==> config.mk <==
export PLATFORM = sky130hd
export DESIGN_NAME = ql_mem_arbiter
export DESIGN_NICKNAME = d
export VERILOG_FILES = /design/src/rtl/ql_mem_pkg.sv /design/src/rtl/ql_host_fifo.sv /design/src/rtl/ql_mem_arbiter.sv
export SDC_FILE = /design/constraint.sdc
export NUM_CORES = 1
export LEC_CHECK = 0
export CELL_PAD_IN_SITES_DETAIL_PLACEMENT = 0
export CELL_PAD_IN_SITES_GLOBAL_PLACEMENT = 1
export CORE_MARGIN = 1.5
export CORE_UTILIZATION = 47
export CTS_CLUSTER_SIZE = 40
export DETAILED_ROUTE_END_ITERATION = 7
export GPL_ROUTABILITY_DRIVEN = 1
export PLACE_DENSITY = 0.9
export SKIP_LAST_GASP = 1
export SLEW_MARGIN = 20
export SYNTH_ARGS = -nofsm -noshare
export SYNTH_HDL_FRONTEND = slang
export SYNTH_SLANG_ARGS = --single-unit
==> constraint.sdc <==
create_clock -name clk -period 10.9 [get_ports clk]
set_input_delay 2.18 -clock clk [delete_from_list [all_inputs] [get_ports clk]]
set_output_delay 2.18 -clock clk [all_outputs]
set_load 0.05 [all_outputs]
==> src/rtl/ql_mem_pkg.sv <==
// Shared types for the QL SDRAM arbiter: arbiter states, the access payload
// and the default screen page.
package ql_mem_pkg;

    localparam int unsigned ADDR_W        = 24;
    localparam int unsigned DATA_W        = 16;
    localparam int unsigned VRAM_PAGE_DEF = 2;

    typedef enum logic [1:0] {
        IDLE     = 2'd0,
        CPU_ACC  = 2'd1,
        HOST_ACC = 2'd2
    } arb_state_e;

    typedef struct packed {
        logic              wr;
        logic [ADDR_W-1:0] addr;
        logic [1:0]        ds;
        logic [DATA_W-1:0] data;
    } mem_req_t;

endpackage

==> src/rtl/ql_host_fifo.sv <==
// Host write FIFO with registered full/empty/count and a look-ahead port
// exposing the entry behind the head.
module ql_host_fifo #(
    parameter int unsigned WIDTH = 40,
    parameter int unsigned DEPTH = 4
) (
    input  logic                   clk,
    input  logic                   rst,
    input  logic                   push_i,
    input  logic [WIDTH-1:0]       wdata_i,
    input  logic                   pop_i,
    output logic [WIDTH-1:0]       head_o,
    output logic [WIDTH-1:0]       next_o,
    output logic                   full_o,
    output logic                   empty_o,
    output logic [$clog2(DEPTH):0] count_o
);

    localparam int unsigned PW = $clog2(DEPTH);
    localparam int unsigned CW = PW + 1;

    logic [WIDTH-1:0] mem_q [DEPTH];
    logic [PW-1:0]    wr_ptr_q;
    logic [PW-1:0]    rd_ptr_q;
    logic [CW-1:0]    count_q;
    logic [CW-1:0]    count_d;
    logic             full_q;
    logic             empty_q;
    logic             do_push_c;
    logic             do_pop_c;

    always_comb begin
        do_push_c = push_i && !full_q;
        do_pop_c  = pop_i && !empty_q;
        count_d   = count_q;
        if (do_push_c && !do_pop_c) begin
            count_d = count_q + CW'(1);
        end else if (!do_push_c && do_pop_c) begin
            count_d = count_q - CW'(1);
        end
    end

    always_ff @(posedge clk or posedge rst) begin
        if (rst) begin
            wr_ptr_q <= '0;
            rd_ptr_q <= '0;
            count_q  <= '0;
            full_q   <= 1'b0;
            empty_q  <= 1'b1;
        end else begin
            if (do_push_c) wr_ptr_q <= wr_ptr_q + PW'(1);
            if (do_pop_c)  rd_ptr_q <= rd_ptr_q + PW'(1);
            count_q <= count_d;
            full_q  <= (count_d == CW'(DEPTH));
            empty_q <= (count_d == '0);
        end
    end

    // Storage needs no reset: pointers define validity.
    always_ff @(posedge clk) begin
        if (do_push_c) mem_q[wr_ptr_q] <= wdata_i;
    end

    assign head_o  = mem_q[rd_ptr_q];
    assign next_o  = mem_q[rd_ptr_q + PW'(1)];
    assign full_o  = full_q;
    assign empty_o = empty_q;
    assign count_o = count_q;

endmodule

==> src/rtl/ql_mem_arbiter.sv <==
// Slotted SDRAM arbiter between the 68008 bus and the host download stream,
// with VRAM shadow strobe. Define ARB_STATS_EN to add grant/stall counters.
module ql_mem_arbiter
    import ql_mem_pkg::*;
#(
    parameter int unsigned AW           = ADDR_W,
    parameter int unsigned DW           = DATA_W,
    parameter int unsigned FIFO_DEPTH   = 4,
    parameter int unsigned STARVE_LIMIT = 8,
    parameter int unsigned VRAM_PAGE    = VRAM_PAGE_DEF
) (
    input  logic          clk,
    input  logic          reset,
    input  logic          sync,
    input  logic          cpu_req,
    input  logic          cpu_wr,
    input  logic [AW-1:0] cpu_addr,
    input  logic [1:0]    cpu_ds,
    input  logic [DW-1:0] cpu_din,
    output logic          cpu_ack,
    output logic [DW-1:0] cpu_dout,
    input  logic          host_valid,
    input  logic [AW-1:0] host_addr,
    input  logic [DW-1:0] host_data,
    output logic          host_ready,
    output logic          host_busy,
    output logic [AW-1:0] sd_addr,
    output logic [DW-1:0] sd_din,
    output logic          sd_we,
    output logic          sd_oe,
    output logic [1:0]    sd_ds,
    input  logic [DW-1:0] sd_dout,
    output logic          vram_we,
    output logic [14:0]   vram_addr,
    output logic [1:0]    vram_ds,
    output logic [DW-1:0] vram_din
`ifdef ARB_STATS_EN
    ,
    output logic [31:0]   stat_cpu,
    output logic [31:0]   stat_host,
    output logic [15:0]   stat_stall
`endif
);

    localparam int unsigned CW  = $clog2(FIFO_DEPTH) + 1;
    localparam int unsigned SW  = $clog2(STARVE_LIMIT + 1);
    localparam int unsigned PGW = AW - 15;
    localparam int unsigned FW  = AW + DW;

    arb_state_e      state_q;
    mem_req_t        cur_q;
    logic            sd_we_q, sd_oe_q;
    logic            ack_q;
    logic [DW-1:0]   dout_q;
    logic [SW-1:0]   starve_q, starve_d;
    logic            vram_we_q;
    logic [14:0]     vram_addr_q;
    logic [1:0]      vram_ds_q;
    logic [DW-1:0]   vram_din_q;

    logic [FW-1:0]   fifo_head, fifo_next;
    logic            fifo_full, fifo_empty;
    logic [CW-1:0]   fifo_cnt;

    logic            pop_c, push_c;
    logic [CW-1:0]   cnt_eff_c;
    logic            fifo_has_c, fifo_full_eff_c;
    logic [FW-1:0]   host_sel_c;
    logic            force_host_c, grant_cpu_c, grant_host_c, shadow_c;
    mem_req_t        cpu_req_c, host_req_c;

    assign push_c = host_valid && !fifo_full;

    ql_host_fifo #(
        .WIDTH (FW),
        .DEPTH (FIFO_DEPTH)
    ) u_fifo (
        .clk     (clk),
        .rst     (reset),
        .push_i  (push_c),
        .wdata_i ({host_addr, host_data}),
        .pop_i   (pop_c),
        .head_o  (fifo_head),
        .next_o  (fifo_next),
        .full_o  (fifo_full),
        .empty_o (fifo_empty),
        .count_o (fifo_cnt)
    );

    // The in-flight host word stays queued until its slot ends, so arbitration
    // on a completing sync sees the FIFO as it will be after that pop.
    always_comb begin
        pop_c           = sync && (state_q == HOST_ACC);
        cnt_eff_c       = fifo_cnt - (pop_c ? CW'(1) : CW'(0));
        fifo_has_c      = (cnt_eff_c != '0);
        fifo_full_eff_c = (cnt_eff_c == CW'(FIFO_DEPTH));
        host_sel_c      = pop_c ? fifo_next : fifo_head;

        force_host_c = fifo_has_c && ((starve_q >= SW'(STARVE_LIMIT)) || fifo_full_eff_c);
        grant_host_c = sync && (force_host_c || (!cpu_req && fifo_has_c));
        grant_cpu_c  = sync && !force_host_c && cpu_req;

        shadow_c = cur_q.wr && (state_q != IDLE) &&
                   (cur_q.addr[AW-1:15] == PGW'(VRAM_PAGE));

        cpu_req_c.wr   = cpu_wr;
        cpu_req_c.addr = cpu_addr;
        cpu_req_c.ds   = cpu_ds;
        cpu_req_c.data = cpu_din;

        host_req_c.wr   = 1'b1;
        host_req_c.addr = host_sel_c[FW-1:DW];
        host_req_c.ds   = 2'b11;
        host_req_c.data = host_sel_c[DW-1:0];

        starve_d = starve_q;
        if (grant_host_c || !fifo_has_c) begin
            starve_d = '0;
        end else if (grant_cpu_c && (starve_q < SW'(STARVE_LIMIT))) begin
            starve_d = starve_q + SW'(1);
        end
    end

    // Slot FSM: completion of the current access and the next grant share one sync clk.
    always_ff @(posedge clk or posedge reset) begin
        if (reset) begin
            state_q     <= IDLE;
            cur_q       <= '0;
            sd_we_q     <= 1'b0;
            sd_oe_q     <= 1'b0;
            ack_q       <= 1'b0;
            dout_q      <= '0;
            starve_q    <= '0;
            vram_we_q   <= 1'b0;
            vram_addr_q <= '0;
            vram_ds_q   <= '0;
            vram_din_q  <= '0;
        end else begin
            ack_q     <= 1'b0;
            vram_we_q <= 1'b0;
            if (sync) begin
                if (state_q == CPU_ACC) begin
                    ack_q <= 1'b1;
                    if (!cur_q.wr) dout_q <= sd_dout;
                end
                if (shadow_c) begin
                    vram_we_q   <= 1'b1;
                    vram_addr_q <= cur_q.addr[14:0];
                    vram_ds_q   <= cur_q.ds;
                    vram_din_q  <= cur_q.data;
                end
                if (grant_cpu_c) begin
                    state_q <= CPU_ACC;
                    cur_q   <= cpu_req_c;
                    sd_we_q <= cpu_wr;
                    sd_oe_q <= !cpu_wr;
                end else if (grant_host_c) begin
                    state_q <= HOST_ACC;
                    cur_q   <= host_req_c;
                    sd_we_q <= 1'b1;
                    sd_oe_q <= 1'b0;
                end else begin
                    state_q <= IDLE;
                    sd_we_q <= 1'b0;
                    sd_oe_q <= 1'b0;
                end
                starve_q <= starve_d;
            end
        end
    end

    assign cpu_ack    = ack_q;
    assign cpu_dout   = dout_q;
    assign host_ready = !fifo_full;
    assign host_busy  = !fifo_empty;
    assign sd_addr    = cur_q.addr;
    assign sd_din     = cur_q.data;
    assign sd_ds      = cur_q.ds;
    assign sd_we      = sd_we_q;
    assign sd_oe      = sd_oe_q;
    assign vram_we    = vram_we_q;
    assign vram_addr  = vram_addr_q;
    assign vram_ds    = vram_ds_q;
    assign vram_din   = vram_din_q;

`ifdef ARB_STATS_EN
    logic [31:0] stat_cpu_q, stat_host_q;
    logic [15:0] stat_stall_q;

    always_ff @(posedge clk or posedge reset) begin
        if (reset) begin
            stat_cpu_q   <= '0;
            stat_host_q  <= '0;
            stat_stall_q <= '0;
        end else begin
            if (grant_cpu_c && (stat_cpu_q != '1))   stat_cpu_q  <= stat_cpu_q + 32'd1;
            if (grant_host_c && (stat_host_q != '1)) stat_host_q <= stat_host_q + 32'd1;
            if (grant_host_c && cpu_req && (stat_stall_q != '1))
                stat_stall_q <= stat_stall_q + 16'd1;
        end
    end

    assign stat_cpu   = stat_cpu_q;
    assign stat_host  = stat_host_q;
    assign stat_stall = stat_stall_q;
`endif

endmodule
==> impl_metrics.env, run 1 <==
export IMPL_worstPathMaxFanout=82
export IMPL_synth_seq_cells=271
export IMPL_post_place_ws_ns=5.266
export IMPL_power_share_switching=0.4031
export IMPL_fmaxAchievable_mhz=192.4
export IMPL_finalSetupViolCount=0
export IMPL_syn_cell_area_um2=11990
export IMPL_fp_row_count=58
export IMPL_area_delta_synth_final_pct=23.55
export IMPL_cts_root_buf="clkbuf_16"
export IMPL_seqPwrFrac=0.348
export IMPL_synth_edf_count=160
export IMPL_drt_wl_total_um=29520
export IMPL_period_share=0.4768
export IMPL_p_sw_mw=1.798
export IMPL_grt_pass1_vias=7805
export IMPL_cp_start_kind="input pin"
export IMPL_ir_worst_vdd_mv=0.1726
export IMPL_synth_nets=962
export IMPL_tritoncts="built"
export IMPL_clock_sinks=271
export IMPL_required_ns=11.27
export IMPL_cts_made_buffers=27
export IMPL_yosysSeqAreaShare=0.6326
export IMPL_vias_per_cell=6.036
export IMPL_intPower_mw=2.663
export IMPL_worstMarginPinSlew_ns=1.050
export IMPL_finClkSkew_ns=0.01999
export IMPL_core_area_um2=25110
export IMPL_drt_initial_drc_count=809
export IMPL_vias=8016
export IMPL_cap_violations=0
export IMPL_power_frac_clock=0.210
export IMPL_layout_drive_gt1_share=0.1596
export IMPL_combinationalPowerShare=0.441
export IMPL_power_per_cell_area_nw_per_um2=301.2
export IMPL_overflow=0
export IMPL_layout_setup_ws_ns=5.703
export IMPL_hp_class="reg -> reg"
export IMPL_post_route_min_period_ns=5.197
export IMPL_initial_utilization=0.4774
export IMPL_post_cts_resize_count=0
export IMPL_wl_per_cell_um=22.23
export IMPL_critPathCaptureType="register"
export IMPL_clk_pin_slew_ns=0.06
export IMPL_crit_type="in -> reg"
export IMPL_io_pins=201
export IMPL_grt_use_total=0.2179
export IMPL_ys_flop_type="edfxtp_1"
export IMPL_drt_met1_wl_um=12710
export IMPL_report_final_slew_viol_count=0
export IMPL_routed_wl_met3_um=2357
export IMPL_route_met2_wl_um=14030
export IMPL_cp_data_arrival_time_ns=5.57
export IMPL_postCtsHoldBufs=0
export IMPL_dr_pass1_iters=5
export IMPL_routed_top_layer="met5"
export IMPL_die_w_um=162.7
export IMPL_clockBufferDepth=3
export IMPL_die_area_um2=26470
export IMPL_ys_warn_count=0
export IMPL_status="finished clean"
export IMPL_relSlewSlack=0.3002
export IMPL_grt_max_degree=86
export IMPL_fin_nets=1088
export IMPL_post_cts_setup_buffer_count=0
export IMPL_async_flop_share=0.4096
export IMPL_rsz0062_at_grt="no"
export IMPL_drtAntennaViolNets=0
export IMPL_die_h_um=162.7
export IMPL_hold_viol=0
export IMPL_grt_pass1_wl_um=45020
export IMPL_power_leakage_nw=5.390
export IMPL_cts_htree_levels=1
export IMPL_drcViolationCount=0
export IMPL_synth_cells=850
export IMPL_portBuffers=200
export IMPL_gp_routability_congestion=0.7926
export IMPL_place_inst=1275
export IMPL_syn_area_per_cell_um2=14.10
export IMPL_clock_latency_ns=0.53
export IMPL_dp_hpwl_um=18420
export IMPL_total_power_mw=4.461
export IMPL_antenna_found_initial=2
export IMPL_ys_types=51
export IMPL_fin_tns_setup_ns=0
export IMPL_final_instance_count_excl_fill=1328
## metrics by stage
stage	instance area [um^2]	hold slack, ns	utilization
after global routing	14810	0.5159	0.5896
after floorplan	11990	0.4796	-
after global placement	13850	0.4868	0.5517
final	14810	0.5033	0.5898
after CTS	14750	0.5070	0.5874
after detailed placement	13850	0.4931	0.5517
## Yosys cell counts, types with 2 or more instances
master | number | area [um^2]
nor2b_1 | 2 | 12.51
nor2_1 | 10 | 37.54
o31ai_1 | 41 | 307.8
nor3b_1 | 2 | 15.01
o22ai_1 | 4 | 25.02
o22a_1 | 2 | 17.52
clkbuf_1 | 40 | 150.1
nand2_1 | 4 | 15.01
nand2b_1 | 2 | 12.51
ha_1 | 8 | 100.1
and3_1 | 2 | 12.51
inv_1 | 19 | 71.32
buf_6 | 4 | 45.04
dfrtp_1 | 110 | 2753
a22oi_1 | 41 | 307.8
nand3_1 | 2 | 10.01
nor4b_1 | 2 | 17.52
mux2_2 | 89 | 1002
and2_1 | 5 | 31.28
or3_1 | 39 | 244.0
mux2i_1 | 2 | 20.02
buf_1 | 4 | 15.01
a22o_1 | 39 | 341.6
edfxtp_1 | 160 | 4805
o221ai_1 | 79 | 691.9
o21ai_0 | 7 | 35.03
xnor2_1 | 4 | 35.03
buf_4 | 45 | 337.8
buf_2 | 22 | 110.1
o21ai_1 | 39 | 195.2
## layer usage
metal / up-vias / GRT usage
li1: 3582 / -
met1: 4047 / 0.3016
met2: 346 / 0.3563
met3: 39 / 0.04431
met4: 2 / 0.04671
met5: - / 0
## cells by family (layout without fill, tap and decap cells)
kind of cell / Yosys count / count (layout) / share of synthesized area
other cells: 0 / 2 / 0
fa+ha+maj: 8 / 8 / 0.008350
xor+xnor: 5 / 5 / 0.003653
compound gates: 260 / 260 / 0.1660
flops: 271 / 271 / 0.6326
buf+inv: 135 / 281 / 0.06116
simple gates: 77 / 77 / 0.03872
mux: 94 / 94 / 0.08955
## path summary, 6_finish.rpt
kind	endpoint	slack, ns	from	cells past startpoint
setup / recovery	sd_addr[18]	5.70	sync	8
hold / removal	vram_din[15]	0.50	vram_din[15]	1
setup reg to reg	sd_addr[18]	7.70	state_q[0]	7
hold reg to reg	vram_din[15]	0.50	vram_din[15]	1
max in group asynchronous	u_fifo.rd_ptr_q[0]	7.54	reset	3
min in group asynchronous	vram_din[5]	2.14	reset	2
## worst max-delay path, stage by stage
cell and delay [ns]:
clkdlybuf4s50_1 0.71, nand3b_1 0.22, buf_4 0.72, nand2b_1 0.71, buf_4 0.48, o221ai_1 0.23
a22o_1 0.19, o21ai_1 0.07
## cell type report
cell class / count / area [um^2]
clock inverter: 14 / 171.4
tap: 330 / 412.9
timing repair buffer: 212 / 2132
inverter: 20 / 77.57
clock buffer: 35 / 725.7
fill: 1907 / 10300
multi-input combinational: 444 / 3700
sequential: 271 / 7586
antenna: 2 / 5.005
## power by group through the flow
stage | logic [mW] | registers (mW) | clock network, mW
2_1_floorplan | 1.28 | 1.73 | 0
3_3_place_gp | 1.92 | 1.56 | 0
3_5_place_dp | 1.95 | 1.57 | 0
4_1_cts | 1.96 | 1.55 | 0.950
5_1_grt | 2.09 | 1.58 | 0.992
6_report | 1.97 | 1.55 | 0.938
## sequential cells by signal, summed over array words and instances, names as in the netlist
name and flops:
cpu_ack 1, cpu_dout 16, cur_q 1, sd_addr 24
sd_din 16, sd_ds 2, sd_oe 1, sd_we 1
starve_q 4, state_q 2, u_fifo.count_o 3, u_fifo.empty_o 1
u_fifo.full_o 1, u_fifo.mem_q 160, u_fifo.rd_ptr_q 2, u_fifo.wr_ptr_q 2
vram_addr 15, vram_din 16, vram_ds 2, vram_we 1
## cell usage in the layout (no fill, tap or decap), types with 2 or more instances in the layout
cell type / n
clkdlybuf4s50_1: 200
edfxtp_1: 160
dfrtp_1: 108
mux2_2: 89
o221ai_1: 79
o31ai_1: 41
a22oi_1: 41
or3_1: 39
a22o_1: 39
o21ai_1: 39
clkbuf_16: 27
inv_1: 18
nor2_1: 10
buf_4: 10
ha_1: 8
o21ai_0: 7
clkbuf_1: 6
clkinv_1: 5
nand2_1: 4
o22ai_1: 4
xnor2_1: 4
bufinv_16: 4
and2_2: 3
clkinvlp_4: 3
diode_2: 2
nor4b_1: 2
nand2b_1: 2
nor3b_1: 2
mux2i_1: 2
and3_1: 2
nor2b_1: 2
o22a_1: 2
nand3_1: 2
clkinv_2: 2
clkbuf_8: 2
buf_16: 2
dfrtp_2: 2
Power figures use the tool's default switching activity.
==> run 2: changes to the inputs <==
--- a/config.mk
+++ b/config.mk
@@ -8,11 +8,11 @@
 export CELL_PAD_IN_SITES_DETAIL_PLACEMENT = 0
 export CELL_PAD_IN_SITES_GLOBAL_PLACEMENT = 1
 export CORE_MARGIN = 1.5
-export CORE_UTILIZATION = 47
+export CORE_UTILIZATION = 40
 export CTS_CLUSTER_SIZE = 40
 export DETAILED_ROUTE_END_ITERATION = 7
 export GPL_ROUTABILITY_DRIVEN = 1
-export PLACE_DENSITY = 0.9
+export PLACE_DENSITY = 0.82
 export SKIP_LAST_GASP = 1
 export SLEW_MARGIN = 20
 export SYNTH_ARGS = -nofsm -noshare
==> constraint.sdc (replaced) <==
create_clock -name clk -period 4.2 [get_ports clk]
set_input_delay 0.84 -clock clk [delete_from_list [all_inputs] [get_ports clk]]
set_output_delay 0.84 -clock clk [all_outputs]
set_load 0.05 [all_outputs]
==> impl_metrics.env, run 2 (synthesis gave the netlist of run 1 again) <==
export IMPL_cp_start_kind="input pin"
export IMPL_largest_reg_flops=160
export IMPL_fin_nets=1094
export IMPL_clockBufferDepth=3
export IMPL_core_area_um2=29560
export IMPL_rsz0062_at_grt="no"
export IMPL_hp_class="reg -> reg"
export IMPL_io_pins=201
export IMPL_postCtsHoldBufs=0
export IMPL_fp_row_count=63
export IMPL_post_cts_resize_count=0
export IMPL_r2r_end="sd_addr[23]"
export IMPL_drcViolationCount=0
export IMPL_rr_worst_depth=5
export IMPL_final_instance_count_excl_fill=1395
export IMPL_cp_data_arrival_time_ns=3.43
export IMPL_final_cell_mix="clkdlybuf4s50_1 (200), edfxtp_1 (160), dfrtp_1 (108)"
export IMPL_place_inst=1341
export IMPL_hold_viol=0
export IMPL_clk_pin_slew_ns=0.06
export IMPL_report_final_slew_viol_count=0
export IMPL_top_register="u_fifo.mem_q"
export IMPL_vias=7931
export IMPL_hold_path_cell_count=1
export IMPL_finClkSkew_ns=0.008435
export IMPL_wl_per_cell_um=20.70
export IMPL_vias_per_cell=5.685
export IMPL_rrSetupSlack_ns=1.75
export IMPL_worstMarginPinSlew_ns=1.068
export IMPL_status="finished clean"
export IMPL_drtAntennaViolNets=0
export IMPL_cts_htree_levels=1
export IMPL_crit_type="in -> reg"
export IMPL_grt_max_degree=85
export IMPL_cts_root_buf="clkbuf_16"
export IMPL_relSlewSlack=0.2867
export IMPL_gp_routability_congestion=0.7690
export IMPL_cap_violations=0
export IMPL_layout_setup_ws_ns=1.212
export IMPL_drt_initial_drc_count=722
export IMPL_r2r_start="state_q[0]"
export IMPL_overflow=0
export IMPL_grt_use_total=0.1800
export IMPL_grt_pass1_vias=7954
export IMPL_layout_cells_most_common="clkdlybuf4s50_1"
export IMPL_dr_pass1_iters=5
export IMPL_period_share=0.7113
export IMPL_tritoncts="built"
export IMPL_die_area_um2=31020
export IMPL_antenna_found_initial=1
export IMPL_post_cts_setup_buffer_count=0
export IMPL_clock_latency_ns=0.54
export IMPL_post_route_min_period_ns=2.988
export IMPL_dp_hpwl_um=18430
export IMPL_cts_made_buffers=28
export IMPL_die_w_um=176.1
export IMPL_power_leakage_nw=5.421
export IMPL_ir_worst_vdd_mv=0.3354
export IMPL_critPathLaunch="sync"
export IMPL_required_ns=4.64
export IMPL_clock_sinks=271
export IMPL_fillers=2502
export IMPL_critPathCaptureType="register"
export IMPL_initial_utilization=0.4055
export IMPL_finalSetupViolCount=0
export IMPL_post_place_ws_ns=0.6535
export IMPL_crit_path_end="sd_addr[23]"
export IMPL_die_h_um=176.1
export IMPL_worstPathMaxFanout=41
export IMPL_power_per_cell_area_nw_per_um2=773.6
export IMPL_fmaxAchievable_mhz=334.7
export IMPL_drt_wl_total_um=28870
export IMPL_area_delta_synth_final_pct=24.45
export IMPL_grt_pass1_wl_um=44210
export IMPL_layout_drive_gt1_share=0.1633
export IMPL_fin_tns_setup_ns=0
export IMPL_portBuffers=200
run 2: cell types whose count changed in the layout (fill, tap and decap cells not counted), moves of 2 or more:
cell	previous run	this run
buf_12	0	3
buf_4	10	13
bufinv_16	4	2
clkbuf_1	6	8
clkbuf_16	27	29
clkbuf_8	2	0
clkinv_2	2	5
clkinvlp_4	3	1
run 2: area by class of cell:
type | count | area [um^2] | area share
Antenna cell | 1 | 2.502 | 0.0001677
Clock buffer | 37 | 755.7 | 0.05065
Inverter | 20 | 77.57 | 0.005200
Clock inverter | 15 | 123.9 | 0.008303
Tap cell | 390 | 488.0 | 0.03271
Multi-Input combinational cell | 444 | 3699 | 0.2479
Sequential cell | 271 | 7586 | 0.5085
Timing Repair Buffer | 217 | 2187 | 0.1466
run 2: how the worst min path moves through the flow:
stage	startpoint	to	slack [ns]
2_1_floorplan	sd_ds[0]	sd_ds[0]	0.48
3_3_place_gp	vram_addr[13]	vram_addr[13]	0.49
3_5_place_dp	vram_addr[13]	vram_addr[13]	0.49
4_1_cts	vram_addr[8]	vram_addr[8]	0.51
5_1_grt	vram_addr[8]	vram_addr[8]	0.52
6_report	cpu_dout[5]	cpu_dout[5]	0.50
run 2: report_power, final:
| group | internal, mW | total [mW] | switching [mW] |
|---|---|---|---|
| sequential | 3.58 | 4.02 | 0.438 |
| clock | 1.38 | 2.37 | 0.992 |
| combinational | 1.89 | 5.15 | 3.26 |
| total | 6.85 | 11.5 | 4.69 |
run 2: per-stage QoR:
step | cell area, um^2 | util | power (mW) | hold slack, ns
finish | 14920 | 0.5047 | 11.54 | 0.5029
global route | 14920 | 0.5046 | 12.09 | 0.5181
CTS | 14890 | 0.5037 | 11.61 | 0.5062
detailed placement | 14010 | 0.4739 | 9.215 | 0.4935
global placement | 14010 | 0.4739 | 9.096 | 0.4863
floorplan | 11990 | - | 7.802 | 0.4796
run 2: critical path, cell delays in order:
cell	delay, ns
clkdlybuf4s50_1	0.56
buf_4	0.22
and3b_2	0.25
mux2i_4	0.31
mux2i_2	0.40
nand2_2	0.53
o21ai_0	0.33
run 2: layer usage:
layer | share of wire | vias up | GRT usage
met5 | 0 | - | 0
met4 | 0.025 | 0 | 0.05698
met3 | 0.078 | 57 | 0.04091
met2 | 0.46 | 318 | 0.2876
met1 | 0.44 | 3957 | 0.2437
li1 | - | 3599 | -
==> run 3: changes to the inputs <==
--- a/config.mk
+++ b/config.mk
@@ -8,11 +8,11 @@
 export CELL_PAD_IN_SITES_DETAIL_PLACEMENT = 0
 export CELL_PAD_IN_SITES_GLOBAL_PLACEMENT = 1
 export CORE_MARGIN = 1.5
-export CORE_UTILIZATION = 40
+export CORE_UTILIZATION = 44
 export CTS_CLUSTER_SIZE = 40
 export DETAILED_ROUTE_END_ITERATION = 7
 export GPL_ROUTABILITY_DRIVEN = 1
-export PLACE_DENSITY = 0.82
+export PLACE_DENSITY = 0.85
 export SKIP_LAST_GASP = 1
 export SLEW_MARGIN = 20
 export SYNTH_ARGS = -nofsm -noshare
==> constraint.sdc (replaced) <==
create_clock -name clk -period 3 [get_ports clk]
set_input_delay 0.6 -clock clk [delete_from_list [all_inputs] [get_ports clk]]
set_output_delay 0.6 -clock clk [all_outputs]
set_load 0.05 [all_outputs]
==> impl_metrics.env, run 3 (synthesis gave the netlist of run 1 again) <==
export IMPL_fmaxAchievable_mhz=401.4
export IMPL_final_cell_mix="clkdlybuf4s50_1 (200), edfxtp_1 (160), dfrtp_1 (108)"
export IMPL_portBuffers=200
export IMPL_ir_worst_vdd_mv=0.5631
export IMPL_die_area_um2=28240
export IMPL_initial_utilization=0.4460
export IMPL_combinationalPowerShare=0.439
export IMPL_vias=7939
export IMPL_intPower_mw=10.06
export IMPL_power_frac_clock=0.222
export IMPL_cp_start_kind="register"
export IMPL_postCtsHoldBufs=0
export IMPL_power_leakage_nw=5.555
export IMPL_clock_sinks=271
export IMPL_hp_class="in -> async"
export IMPL_vias_per_cell=5.842
export IMPL_largest_reg_flops=160
export IMPL_cts_made_buffers=28
export IMPL_area_delta_synth_final_pct=26.36
export IMPL_overflow=0
export IMPL_critPathCaptureType="output pin"
export IMPL_die_w_um=168.1
export IMPL_io_pins=201
export IMPL_grt_pass1_vias=7941
export IMPL_worstMarginPinSlew_ns=0.8183
export IMPL_finalSetupViolCount=0
export IMPL_dr_pass1_iters=6
export IMPL_dp_hpwl_um=18720
export IMPL_drt_initial_drc_count=845
export IMPL_required_ns=2.40
export IMPL_fin_nets=1106
export IMPL_grt_use_total=0.2002
export IMPL_clockBufferDepth=3
export IMPL_post_route_min_period_ns=2.491
export IMPL_period_share=0.8304
export IMPL_worstPathMaxFanout=3
export IMPL_crit_type="reg -> out"
export IMPL_drtAntennaViolNets=0
export IMPL_report_final_slew_viol_count=0
export IMPL_fin_tns_setup_ns=0
export IMPL_top_register="u_fifo.mem_q"
export IMPL_die_h_um=168.1
export IMPL_antenna_found_initial=2
export IMPL_relSlewSlack=0.4545
export IMPL_power_per_cell_area_nw_per_um2=1103
export IMPL_final_area_um2=15150
export IMPL_layout_drive_gt1_share=0.1811
export IMPL_fp_row_count=60
export IMPL_drt_wl_total_um=28870
export IMPL_grt_max_degree=85
export IMPL_p_sw_mw=6.642
export IMPL_cts_htree_levels=1
export IMPL_cap_violations=0
export IMPL_seqPwrFrac=0.338
export IMPL_grt_pass1_wl_um=44510
export IMPL_status="finished clean"
export IMPL_cp_data_arrival_time_ns=1.89
export IMPL_rsz0062_at_grt="no"
export IMPL_post_cts_resize_count=0
export IMPL_wl_per_cell_um=21.24
export IMPL_tritoncts="built"
export IMPL_drcViolationCount=0
export IMPL_layout_cells_most_common="clkdlybuf4s50_1"
export IMPL_clk_pin_slew_ns=0.06
export IMPL_gp_routability_congestion=0.8094
export IMPL_power_share_switching=0.3976
export IMPL_post_cts_setup_buffer_count=0
export IMPL_dpl_cell_area_um2=14150
export IMPL_hold_viol=0
export IMPL_cts_root_buf="clkbuf_16"
export IMPL_core_area_um2=26880
export IMPL_finClkSkew_ns=0.007558
export IMPL_clock_latency_ns=0.54
[run 3: cell type report]
class                           count  area, um^2
Clock buffer                       30       729.5
Clock inverter                     22       266.5
Antenna cell                        2       5.005
Timing Repair Buffer              229        2357
Multi-Input combinational cell    444        3699
Fill cell                        2130       11730
Sequential cell                   271        7586
Tap cell                          341       426.7
Inverter                           20       78.83
[run 3: power groups by stage]
stage               clock network, mW  logic [mW]  registers, mW
finish                           3.72        7.34           5.65
global route                     3.94        7.79           5.76
CTS                              3.80        7.34           5.65
detailed placement                  0        7.32           5.72
global placement                    0        7.21           5.68
floorplan                           0        4.65           6.27
[run 3: worst paths after layout]
path / from / endpoint / slack, ns / depth (start not counted)
min in group clk: cpu_dout[1] / cpu_dout[1] / 0.50 / 1
max: u_fifo.empty_o / host_busy / 0.51 / 2
min: reset / vram_din[8] / 0.47 / 2
min reg2reg: cpu_dout[1] / cpu_dout[1] / 0.50 / 1
max in group asynchronous: reset / cpu_dout[6] / 1.81 / 3
max reg2reg: state_q[1] / sd_din[13] / 0.87 / 6
[run 3: critical path, cell delays in order (launching register included)]
cell and delay (ns):
dfstp_2 0.55, inv_1 0.06, clkdlybuf4s50_1 0.73
[run 3: routing by layer]
metal	wire length (um)	global-route usage	vias up
li1	-	-	3623
met1	12710	0.2713	3974
met2	13630	0.3292	298
met3	2001	0.03949	44
met4	534	0.05745	0
met5	0	0	-
[run 3: through the flow]
stage	total power, mW	cells	setup slack (ns)	util	hold WS [ns]
floorplan	10.92	850	0.6217	-	0.4796
global route	17.49	1357	0.4635	0.5635	0.5086
detailed placement	13.04	1305	0.2770	0.5264	0.4946
global placement	12.89	1305	0.3293	0.5264	0.4876
CTS	16.80	1357	0.4853	0.5635	0.4625
finish	16.71	1359	0.5089	0.5636	0.4670
